$ cat config.mk
export PLATFORM = sky130hd
export DESIGN_NAME = sn_reg_ctrl
export DESIGN_NICKNAME = d
export VERILOG_FILES = /design/src/rtl/sn_reg_ctrl_pkg.sv /design/src/rtl/sn_prescaler.sv /design/src/rtl/sn_reg_ctrl.sv
export SDC_FILE = /design/constraint.sdc
export NUM_CORES = 1
export LEC_CHECK = 0
export CAP_MARGIN = 20
export CORE_AREA = 2 2 84 86
export DETAILED_ROUTE_END_ITERATION = 8
export DIE_AREA = 0 0 86 88
export PLACE_DENSITY = 0.87
export SETUP_SLACK_MARGIN = 0.05
export SLEW_MARGIN = 20
export SYNTH_ARGS = -nofsm -noshare
export SYNTH_HDL_FRONTEND = slang
export SYNTH_SLANG_ARGS = --single-unit
$ cat constraint.sdc
create_clock -name clk -period 1.8 [get_ports clk]
set_input_delay 0.18 -clock clk [delete_from_list [all_inputs] [get_ports clk]]
set_output_delay 0.18 -clock clk [all_outputs]
set_load 0.02 [all_outputs]
$ cat src/rtl/sn_reg_ctrl_pkg.sv
// Shared types and constants for the SN76489-style register front end.
package sn_reg_ctrl_pkg;

    localparam int DEFAULT_PRESCALE    = 16;
    localparam int DEFAULT_BUSY_CYCLES = 32;

    localparam logic [3:0] ATTEN_OFF = 4'hF;

    typedef enum logic {
        ST_IDLE = 1'b0,
        ST_BUSY = 1'b1
    } state_t;

    typedef enum logic [1:0] {
        CH_TONE0 = 2'd0,
        CH_TONE1 = 2'd1,
        CH_TONE2 = 2'd2,
        CH_NOISE = 2'd3
    } channel_t;

    // Matches wr_data[6:4] of a latch byte: {channel[1:0], type}.
    typedef struct packed {
        channel_t channel;
        logic     is_atten;
    } latch_t;

    localparam latch_t LATCH_RESET = '{channel: CH_TONE0, is_atten: 1'b0};

endpackage

$ cat src/rtl/sn_prescaler.sv
// Free-running divider: tick is high for one cycle every PRESCALE clocks.
module sn_prescaler #(
    parameter int PRESCALE = 16
) (
    input  logic clk,
    input  logic rst_n,
    output logic tick
);

    localparam int CW = (PRESCALE > 2) ? $clog2(PRESCALE) : 1;
    localparam logic [CW-1:0] LAST = CW'(PRESCALE - 1);

    logic [CW-1:0] count;

    always_ff @(posedge clk or negedge rst_n) begin
        if (!rst_n) begin
            count <= '0;
        end else if (count == LAST) begin
            count <= '0;
        end else begin
            count <= count + 1'b1;
        end
    end

    assign tick = (count == LAST);

endmodule

$ cat src/rtl/sn_reg_ctrl.sv
// SN76489-format command decoder with write-busy pacing and tone clock enable.
module sn_reg_ctrl
    import sn_reg_ctrl_pkg::*;
#(
    parameter int PRESCALE    = DEFAULT_PRESCALE,
    parameter int BUSY_CYCLES = DEFAULT_BUSY_CYCLES
) (
    input  logic       clk,
    input  logic       rst_n,
    input  logic       wr_en,
    input  logic [7:0] wr_data,
    output logic       ready,
    output logic       tone_clk,
    output logic [9:0] freq0,
    output logic [9:0] freq1,
    output logic [9:0] freq2,
    output logic [3:0] atten0,
    output logic [3:0] atten1,
    output logic [3:0] atten2,
    output logic [3:0] atten3,
    output logic [2:0] noise_ctrl,
    output logic       noise_rst,
    output logic       overrun
);

    localparam logic [7:0] BUSY_LAST = 8'(BUSY_CYCLES - 1);

    state_t     state;
    latch_t     latch;
    latch_t     tgt;
    logic [7:0] busy_cnt;
    logic       is_latch;
    logic       accept;

    sn_prescaler #(.PRESCALE(PRESCALE)) u_prescaler (
        .clk   (clk),
        .rst_n (rst_n),
        .tick  (tone_clk)
    );

    // A data byte reuses the previously latched register as its target.
    assign is_latch = wr_data[7];
    assign tgt      = is_latch ? latch_t'(wr_data[6:4]) : latch;
    assign accept   = wr_en && ready;

    always_ff @(posedge clk or negedge rst_n) begin
        if (!rst_n) begin
            state      <= ST_IDLE;
            ready      <= 1'b1;
            busy_cnt   <= '0;
            latch      <= LATCH_RESET;
            freq0      <= '0;
            freq1      <= '0;
            freq2      <= '0;
            atten0     <= ATTEN_OFF;
            atten1     <= ATTEN_OFF;
            atten2     <= ATTEN_OFF;
            atten3     <= ATTEN_OFF;
            noise_ctrl <= '0;
            noise_rst  <= 1'b0;
            overrun    <= 1'b0;
        end else begin
            noise_rst <= 1'b0;
            if (wr_en && !ready) begin
                overrun <= 1'b1;
            end
            case (state)
                ST_IDLE: begin
                    if (accept) begin
                        state    <= ST_BUSY;
                        ready    <= 1'b0;
                        busy_cnt <= BUSY_LAST;
                        if (is_latch) begin
                            latch <= tgt;
                        end
                        if (tgt.is_atten) begin
                            case (tgt.channel)
                                CH_TONE0: atten0 <= wr_data[3:0];
                                CH_TONE1: atten1 <= wr_data[3:0];
                                CH_TONE2: atten2 <= wr_data[3:0];
                                default:  atten3 <= wr_data[3:0];
                            endcase
                        end else begin
                            case (tgt.channel)
                                CH_TONE0: if (is_latch) freq0[3:0] <= wr_data[3:0];
                                          else          freq0[9:4] <= wr_data[5:0];
                                CH_TONE1: if (is_latch) freq1[3:0] <= wr_data[3:0];
                                          else          freq1[9:4] <= wr_data[5:0];
                                CH_TONE2: if (is_latch) freq2[3:0] <= wr_data[3:0];
                                          else          freq2[9:4] <= wr_data[5:0];
                                default: begin
                                    noise_ctrl <= wr_data[2:0];
                                    noise_rst  <= 1'b1;
                                end
                            endcase
                        end
                    end
                end
                default: begin
                    // Busy lasts BUSY_CYCLES cycles: counter walks BUSY_LAST down to 0.
                    if (busy_cnt == 8'd0) begin
                        state <= ST_IDLE;
                        ready <= 1'b1;
                    end else begin
                        busy_cnt <= busy_cnt - 1'b1;
                    end
                end
            endcase
        end
    end

endmodule

==> flow_summary.yaml, run 1 <==
critical_path:
  crit_family: "flip-flops"
  crit_buf_inv: 2
  cpMostUsedCell: "buf_4"
  cp-start-kind: "flip-flop"
  worstPathCellList: "nand3b_4 -> buf_4 -> nor4b_4 -> buf_4 -> mux2_2"
  crit_path_end_kind: "flip-flop"
  r2r_start: "ready$_DFFE_PN1P_"
  slowest_stage: "dfstp_2"
  critical_path_class: "flip-flop to flip-flop"
  max_stage_delay_ns: 0.56
  cp.required_ns: 2.03
  crit_fanout: 6
  critPathLaunch: "ready$_DFFE_PN1P_"
  arrival_ns: 1.97
logic_synthesis:
  yosysSeqAreaShare_pct: 57.6
  ys_types: 43
  syn_nets: 215
  synth_area_um2: 2990
  synth_area_per_cell_um2: 14.8
  synth_seq_cells: 68
  yosys-top-cells-area: "dfrtp_1 (43%), mux2_2 (20%), dfstp_2 (15%), nor4b_4 (2.4%), nor4_4 (1.4%)"
  synth_cells: 202
  yosysWarnings: 0
  synth_top_area_share_pct: 42.6
  yosys.area.top_type: "dfrtp_1"
cts:
  cts.reportedPaths.clkPinSlew_ns: 0.07
  worst_skew_pair.late_latency_ns: 0.35
  tritoncts: "built"
  cts_inserted_buffers: 9
  htreeDepth: 3
  cts_sinks: 68
  clockBufferDepth: 2
  ctsRootBufferMaster: "clkbuf_8"
global_routing:
  grt_start_max_net_pins: 69
  grt_pass1_wl_um: 10900
  antenna_found_initial: 0
  track_usage_pct: 19.0
  grt_remaining_overflow: 0
  grt_pass1_vias: 2130
pwr:
  ir_worst_vdd_mv: 0.506
  leakagePower_nw: 1.84
  p_total_mw: 2.95
  power.density_nw_per_um2: 705
sta:
  worst_pin_slew_ns: 0.492
  skew_ns: 0.00720
  layout_min_cycle_time_ns: 1.74
  fmax_mhz: 576
  setup_viol: 0
  period_share_pct: 96.5
  slew_violations: 0
  rsz0062_at_grt: "true"
  hold_viol: 0
  slew_headroom_pct: 66.3
layout:
  syn2layout_area_growth_pct: 39.8
  nFillCells: 500
  fin_nets: 315
  final_cells: 387
  drive_above_1_share_pct: 45.6
  layout_commonest_cell: "clkdlybuf4s50_1"
  diodes: 0
  mostFrequentLayoutCells: "clkdlybuf4s50_1 (60), mux2_2 (52), dfrtp_1 (50)"
floorplan:
  core_area_um2: 6640
  die_w_um: 86
  start_util_pct: 45.0
  die_area_um2: 7570
  die_y_um: 88
  io_pins: 64
  rows: 30
detailed_routing:
  vias: 2051
  dr.first_iter.drc_count: 100
  routed_wl_um: 6600
  first_pass_iters: 4
  ant_nets: 0
  drcViolationCount: 0
  vias_per_cell: 5.30
  routedWlPerCell_um: 17.1
placement:
  hpwl_um: 4610
  place.gp.congestion: 0.785
  place_inst: 365
  port_buffers: 63
status:
  status: "completed"
run:
  maxCapViolCount: 0
worst_hold_path:
  hp-class: "input port to asynchronous set/reset pin"
-- cell type report --
| type | instances | area [um2] | area share [%] |
|---|---|---|---|
| flip-flops and latches | 68 | 1720 | 41.2 |
| multi-input cells | 120 | 1220 | 29.1 |
| repair buffers | 97 | 910 | 21.7 |
| clock buffers | 10 | 138 | 3.29 |
| well taps | 80 | 100 | 2.39 |
| clock inverters | 6 | 71.3 | 1.70 |
| inverters | 6 | 22.5 | 0.538 |
-- worst reg2reg max path: stages (launching register included) --
cell and delay, ns:
dfstp_2 0.56, nand3b_4 0.14, buf_4 0.19, nor4b_4 0.21
buf_4 0.19, mux2_2 0.34
-- synth_stat cells, drive strengths merged --
cell and instances:
inv 6, a211oi 6, a211o 1, a31oi 2, dfrtp 51, mux2 53
a41oi 1, nor2b 1, a21oi 5, ha 2, nor3 1, a2bb2oi 1
nand3 3, nor4 3, nor4b 3, o21bai 1, or3b 2, or4 3
clkbuf 4, nor3b 1, and3b 1, nand2 5, or2 1, or4b 2
xor2 1, o21ai 4, nand3b 4, and3 1, a2111oi 1, buf 4
nand4b 1, o31ai 1, o211ai 1, nor2 4, mux2i 4, dfstp 17
-- power by group --
| group | switching [mW] | leakage [nW] | internal, mW |
|---|---|---|---|
| logic | 0.0760 | 0.880 | 0.0463 |
| clock network | 0.612 | 0.0995 | 0.689 |
| registers | 0.0000000000000000270 | 0.861 | 1.53 |
| total | 0.688 | 1.84 | 2.26 |
-- flip-flops by register name, indices dropped and copies added (netlist names), 4 cells and up --
signal,cells
atten0,4
freq2,10
busy_cnt,8
atten3,4
u_prescaler.count,4
atten2,4
freq0,10
freq1,10
atten1,4
-- cell families (layout without fill, tap and decap cells) --
logic type	count (synthesis)	count (layout)	synth area share (%)
buffers and inverters	14	119	2.26
XOR/XNOR	1	1	0.293
flip-flops	68	68	57.6
multiplexers	57	57	21.3
AND/OR/NAND/NOR	36	36	11.2
adder cells (fa/ha/maj)	2	2	0.836
AO/OA/AOI/OAI	24	24	6.52
-- layer usage --
metal | share of wire, % | vias to the layer above | GRT usage (%)
met5 | 0 | - | 0
met2 | 50 | 57 | 31.0
met3 | 5.2 | 12 | 4.71
met1 | 43 | 1036 | 24.0
li1 | - | 946 | -
met4 | 1.8 | 0 | 8.37
-- stage by stage --
stage | area, um2 | worst slack (ns) | utilization, % | setup TNS, ns | hold slack, ns
6_report | 4180 | 0.0637 | 63.0 | 0 | 0.398
3_3_place_gp | 3900 | -0.162 | 58.6 | -5.27 | 0.224
4_1_cts | 4120 | 0.0527 | 62.0 | 0 | 0.396
3_5_place_dp | 3900 | -0.226 | 58.6 | -6.85 | 0.225
5_1_grt | 4180 | -0.0162 | 63.0 | -0.0358 | 0.439
2_1_floorplan | 2990 | -0.00464 | - | -0.0273 | -0.116
-- repair_timing --
action | in CTS | in global routing
setup buffers | 1 | 4
hold buffers | 1 | 0
endpoints found under the setup margin | 4 | 15
gates resized for setup | 2 | 4
hold endpoints to repair | 51 | 0
pin swaps | 0 | 2
-- path summary, 6_finish.rpt --
| kind | endpoint | slack [ns] | depth (start not counted) |
|---|---|---|---|
| min in group clk | u_prescaler.count[0]$_DFF_PN0_ | 0.48 | 1 |
| max reg2reg | freq0[6]$_DFFE_PN0P_ | 0.06 | 5 |
| min | busy_cnt[4]$_DFFE_PN0P_ | 0.40 | 3 |
| max in group asynchronous | ready$_DFFE_PN1P_ | 1.08 | 3 |
| min reg2reg | u_prescaler.count[0]$_DFF_PN0_ | 0.48 | 1 |
| max | freq0[6]$_DFFE_PN0P_ | 0.06 | 5 |
Note: power is estimated with default switching activity, not from simulation.
==> run 2: changes to the inputs <==
SKIP_CTS_REPAIR_TIMING = 1   (was not set)
SKIP_LAST_GASP = 1   (was not set)
==> flow_summary.yaml, run 2 (synthesized netlist as in run 1, its figures left out) <==
critical_path:
  cp-start-kind: "flip-flop"
  r2r_slack_ns: 0.06
  crit_fanout: 5
  slowest_stage: "dfstp_2"
  cp.required_ns: 2.03
  max_stage_delay_ns: 0.56
  crit_path_end_kind: "flip-flop"
  critical_path_class: "flip-flop to flip-flop"
  worstPathCellList: "nand3b_4 -> buf_12 -> nor4b_4 -> buf_4 -> mux2_2"
  arrival_ns: 1.96
sta:
  worst_pin_slew_ns: 0.525
  rsz0062_at_grt: "true"
  skew_ns: 0.00770
  setup_viol: 0
  hold_ws_ns: 0.398
  fin_ws_ns: 0.0646
  slew_headroom_pct: 64.9
  fmax_mhz: 576
  slew_violations: 0
  layout_min_cycle_time_ns: 1.74
  period_share_pct: 96.4
  hold_viol: 0
layout:
  fin_area_um2: 4210
  reg_top3: "freq0 (10), freq1 (10), freq2 (10)"
  drive_above_1_share_pct: 45.8
  diodes: 0
  mostFrequentLayoutCells: "clkdlybuf4s50_1 (60), mux2_2 (50), dfrtp_1 (50)"
  layout_commonest_cell: "clkdlybuf4s50_1"
  final_core_util_pct: 63.3
  syn2layout_area_growth_pct: 40.6
  fin_nets: 316
global_routing:
  grtUsageMet2_pct: 31.0
  top_usage_layer: "met2"
  grt_pass1_wl_um: 10900
  grt_start_max_net_pins: 69
  antenna_found_initial: 0
  use_met1_pct: 23.9
  grt_remaining_overflow: 0
  grt_use_met3_pct: 4.81
  grt_pass1_vias: 2130
  track_usage_pct: 19.0
placement:
  pre_cts_slack_ns: -0.226
  place.gp.congestion: 0.785
  place_area_um2: 3900
  hpwl_um: 4610
  port_buffers: 63
pwr:
  comb_power_share_pct: 4.2
  p_sw_share_pct: 23.3
  power_frac_seq_pct: 51.8
  power.density_nw_per_um2: 702
  ir_worst_vdd_mv: 0.506
  intPower_mw: 2.26
  power_frac_clock_pct: 44.1
  power.net_switching_uw: 688
  leakagePower_nw: 1.88
  p_total_mw: 2.95
detailed_routing:
  drcViolationCount: 0
  ant_nets: 0
  routedWlPerCell_um: 17.3
  vias_per_cell: 5.35
  routed_wl_um: 6710
  dr.first_iter.drc_count: 112
  first_pass_iters: 4
  vias: 2077
worst_hold_path:
  hp-class: "input port to asynchronous set/reset pin"
cts:
  cts_sinks: 68
  clockBufferDepth: 2
  ctsRootBufferMaster: "clkbuf_8"
  tritoncts: "built"
  worst_skew_pair.late_latency_ns: 0.35
  cts_inserted_buffers: 9
  htreeDepth: 3
  cts.reportedPaths.clkPinSlew_ns: 0.07
status:
  status: "completed"
floorplan:
  io_pins: 64
  core_area_um2: 6640
  die_y_um: 88
  start_util_pct: 45.0
  die_area_um2: 7570
  die_w_um: 86
  rows: 30
run:
  maxCapViolCount: 0
[run 2: per-layer routing]
metal  part of all wire [%]  vias to the layer above
met2                     50                       60
li1                       -                      946
met3                    5.6                       10
met1                     43                     1061
met5                      0                        -
met4                    1.6                        0
[run 2: per-stage QoR]
step,std cells,setup TNS (ns)
global placement,365,-5.27
finish,388,0
floorplan,202,-0.0273
detailed placement,365,-6.85
global route,388,-0.00465
CTS,381,-0.189
[run 2: area by class of cell]
cell class / count / area (um2)
clock buffer: 10 / 138
tap: 80 / 100
inverter: 6 / 22.5
fill: 501 / 2440
sequential: 68 / 1720
clock inverter: 6 / 71.3
multi-input combinational: 120 / 1230
timing repair buffer: 98 / 925
[run 2: final timing paths]
kind	from	endpoint	cells after the start
max in group asynchronous	rst_n	ready$_DFFE_PN1P_	3
setup reg to reg	ready$_DFFE_PN1P_	freq2[0]$_DFFE_PN0P_	5
setup / recovery	ready$_DFFE_PN1P_	freq2[0]$_DFFE_PN0P_	5
hold reg to reg	u_prescaler.count[0]$_DFF_PN0_	u_prescaler.count[0]$_DFF_PN0_	1
min in group clk	u_prescaler.count[0]$_DFF_PN0_	u_prescaler.count[0]$_DFF_PN0_	1
hold / removal	rst_n	busy_cnt[4]$_DFFE_PN0P_	3
[run 2: power groups by stage]
stage | combinational (mW) | clock, mW | sequential [mW]
4_1_cts | 0.123 | 1.33 | 1.53
3_3_place_gp | 0.120 | 0 | 1.56
2_1_floorplan | 0.0326 | 0 | 1.56
5_1_grt | 0.137 | 1.39 | 1.53
6_report | 0.123 | 1.30 | 1.53
3_5_place_dp | 0.122 | 0 | 1.56
[run 2: worst max-delay path, delay by kind of cell (launching register included)]
family	cells	cell delay (ns)
DFF	1	0.56
and+or+nand+nor	2	0.39
buffers and inverters	2	0.35
muxes	1	0.33
==> run 3: changes to the inputs <==
CORE_AREA = 2 2 90 92   (was 2 2 84 86)
DIE_AREA = 0 0 92 94   (was 0 0 86 88)
PLACE_DENSITY = 0.78   (was 0.87)
SYNTH_HIERARCHICAL = 1   (was not set)
==> flow_summary.yaml, run 3 <==
detailed_routing:
  drcViolationCount: 0
  ant_nets: 0
  first_pass_iters: 2
  routedWlPerCell_um: 15.4
  dr.first_iter.drc_count: 62
  vias: 1994
  routed_wl_um: 6220
  vias_per_cell: 4.94
logic_synthesis:
  ys_types: 45
  synth_commonest_cells: "dfrtp_1 (51), mux2_1 (38), dfstp_2 (17)"
  synthMostInstantiatedCell: "dfrtp_1"
  yosysSeqAreaShare_pct: 57.7
  ys_async_sr_fraction_pct: 100
  synthFlopType: "dfrtp_1"
  synth_cells: 199
  yosys-top-cells-area: "dfrtp_1 (43%), dfstp_2 (15%), mux2_1 (14%), mux2_2 (3.4%), mux2_4 (3.0%)"
  synth_seq_cells: 68
  synth_top_area_share_pct: 42.7
  yosys.area.top_type: "dfrtp_1"
  syn_nets: 212
  synth_edf_count: 0
  synth_area_um2: 2990
  synth_area_per_cell_um2: 15.0
  yosysWarnings: 6
layout:
  fin_nets: 310
  layout_commonest_cell: "clkdlybuf4s50_1"
  diodes: 0
  drive_above_1_share_pct: 32.5
  reg_top3: "freq0 (10), freq1 (10), freq2 (10)"
  final_cells: 404
  fin_area_um2: 4230
  syn2layout_area_growth_pct: 41.6
  nFillCells: 649
  mostFrequentLayoutCells: "clkdlybuf4s50_1 (59), dfrtp_1 (51), mux2_1 (38)"
pwr:
  ir_worst_vdd_mv: 0.435
  p_total_mw: 2.94
  p_sw_share_pct: 21.2
  power_frac_seq_pct: 52.1
  power.density_nw_per_um2: 695
  intPower_mw: 2.32
  power.net_switching_uw: 624
  power_frac_clock_pct: 43.4
  comb_power_share_pct: 4.5
  leakagePower_nw: 1.92
cts:
  htreeDepth: 3
  cts_inserted_buffers: 9
  worst_skew_pair.late_latency_ns: 0.34
  tritoncts: "built"
  clockBufferDepth: 2
  cts_sinks: 68
  cts.reportedPaths.clkPinSlew_ns: 0.07
  ctsRootBufferMaster: "clkbuf_8"
critical_path:
  crit_fanout: 7
  arrival_ns: 1.94
  critical_path_class: "flip-flop to flip-flop"
  crit_path_end_kind: "flip-flop"
  cp.required_ns: 2.02
  cp-start-kind: "flip-flop"
global_routing:
  track_usage_pct: 15.4
  grtUsageMet2_pct: 24.0
  top_usage_layer: "met2"
  use_met1_pct: 20.5
  grt_use_met3_pct: 3.37
  grt_remaining_overflow: 0
  antenna_found_initial: 0
  grt_pass1_vias: 1981
  grt_start_max_net_pins: 69
  grt_pass1_wl_um: 10200
floorplan:
  die_w_um: 92
  die_y_um: 94
  start_util_pct: 39.3
  die_area_um2: 8650
  io_pins: 64
  core_area_um2: 7610
  rows: 32
sta:
  period_share_pct: 95.5
  hold_viol: 0
  rsz0062_at_grt: "true"
  slew_headroom_pct: 64.1
  worst_pin_slew_ns: 0.537
  layout_min_cycle_time_ns: 1.72
  setup_viol: 0
  hold_ws_ns: 0.376
  skew_ns: 0.00342
  fin_tns_setup_ns: 0
  slew_violations: 0
  fmax_mhz: 582
worst_hold_path:
  hp-class: "input port to asynchronous set/reset pin"
run:
  maxCapViolCount: 0
status:
  status: "completed"
placement:
  hpwl_um: 4400
  place_area_um2: 3940
  place_inst: 385
  place.gp.congestion: 0.828
  port_buffers: 63
-- run 3: changes by cell type after synthesis, sizes merged, moves of 2 or more --
cell and delta:
o31ai +3, a211oi -2, a31oi -2, inv -2, nand3 -2, or4 -2
-- run 3: cell families (layout without fill, tap and decap cells) --
kind of cell	count (synthesis)	after routing	share of synthesized area [%]
adders and majority gates	2	2	0.837
xor gates and xnor gates	1	1	0.293
and+or+nand+nor	36	36	11.4
buffers and inverters	12	115	1.84
muxes	56	56	21.7
DFF	68	68	57.7
AOI/OAI and AO/OA	24	24	6.24
-- run 3: final timing paths --
path | startpoint | endpoint | slack, ns | cells past startpoint
max in group asynchronous | rst_n | atten0[1]$_DFFE_PN1P_ | 1.08 | 3
worst max-delay path | ready$_DFFE_PN1P_ | freq2[1]$_DFFE_PN0P_ | 0.08 | 5
worst min register to register | overrun$_DFFE_PN0P_ | overrun$_DFFE_PN0P_ | 0.46 | 1
min in group clk | overrun$_DFFE_PN0P_ | overrun$_DFFE_PN0P_ | 0.46 | 1
worst max register to register | ready$_DFFE_PN1P_ | freq2[1]$_DFFE_PN0P_ | 0.08 | 5
worst min-delay path | rst_n | overrun$_DFFE_PN0P_ | 0.38 | 3
-- run 3: routing by layer --
layer / vias to the layer above / part of all wire (%)
li1: 940 / -
met1: 1000 / 47
met2: 44 / 47
met3: 10 / 3.6
met4: 0 / 2.2
met5: - / 0
-- run 3: metrics by stage --
stage / setup WS [ns] / utilization, %
5_1_grt: 0.0177 / 55.6
6_report: 0.0804 / 55.6
3_3_place_gp: -0.186 / 51.8
3_5_place_dp: -0.217 / 51.8
2_1_floorplan: 0.0515 / -
4_1_cts: -0.147 / 54.7
-- run 3: cell type report --
class | instances | area (um2) | area share, %
well taps | 102 | 128 | 3.02
flip-flops and latches | 68 | 1720 | 40.7
inverters | 4 | 15.0 | 0.355
repair buffers | 95 | 921 | 21.8
clock inverters | 2 | 12.5 | 0.296
clock buffers | 14 | 204 | 4.82
multi-input cells | 119 | 1230 | 29.0
-- run 3: critical path: stages (launching register included) --
cell and delay [ns]:
dfstp_2 0.56, nand3b_4 0.10, buf_12 0.16, nor4b_4 0.27
buf_4 0.18, mux2_1 0.32
-- run 3: power by group through the flow --
stage	Combinational [mW]	Clock, mW	Sequential, mW
5_1_grt	0.146	1.39	1.53
6_report	0.133	1.28	1.53
3_3_place_gp	0.133	0	1.56
2_1_floorplan	0.0341	0	1.57
3_5_place_dp	0.135	0	1.56
4_1_cts	0.135	1.32	1.53
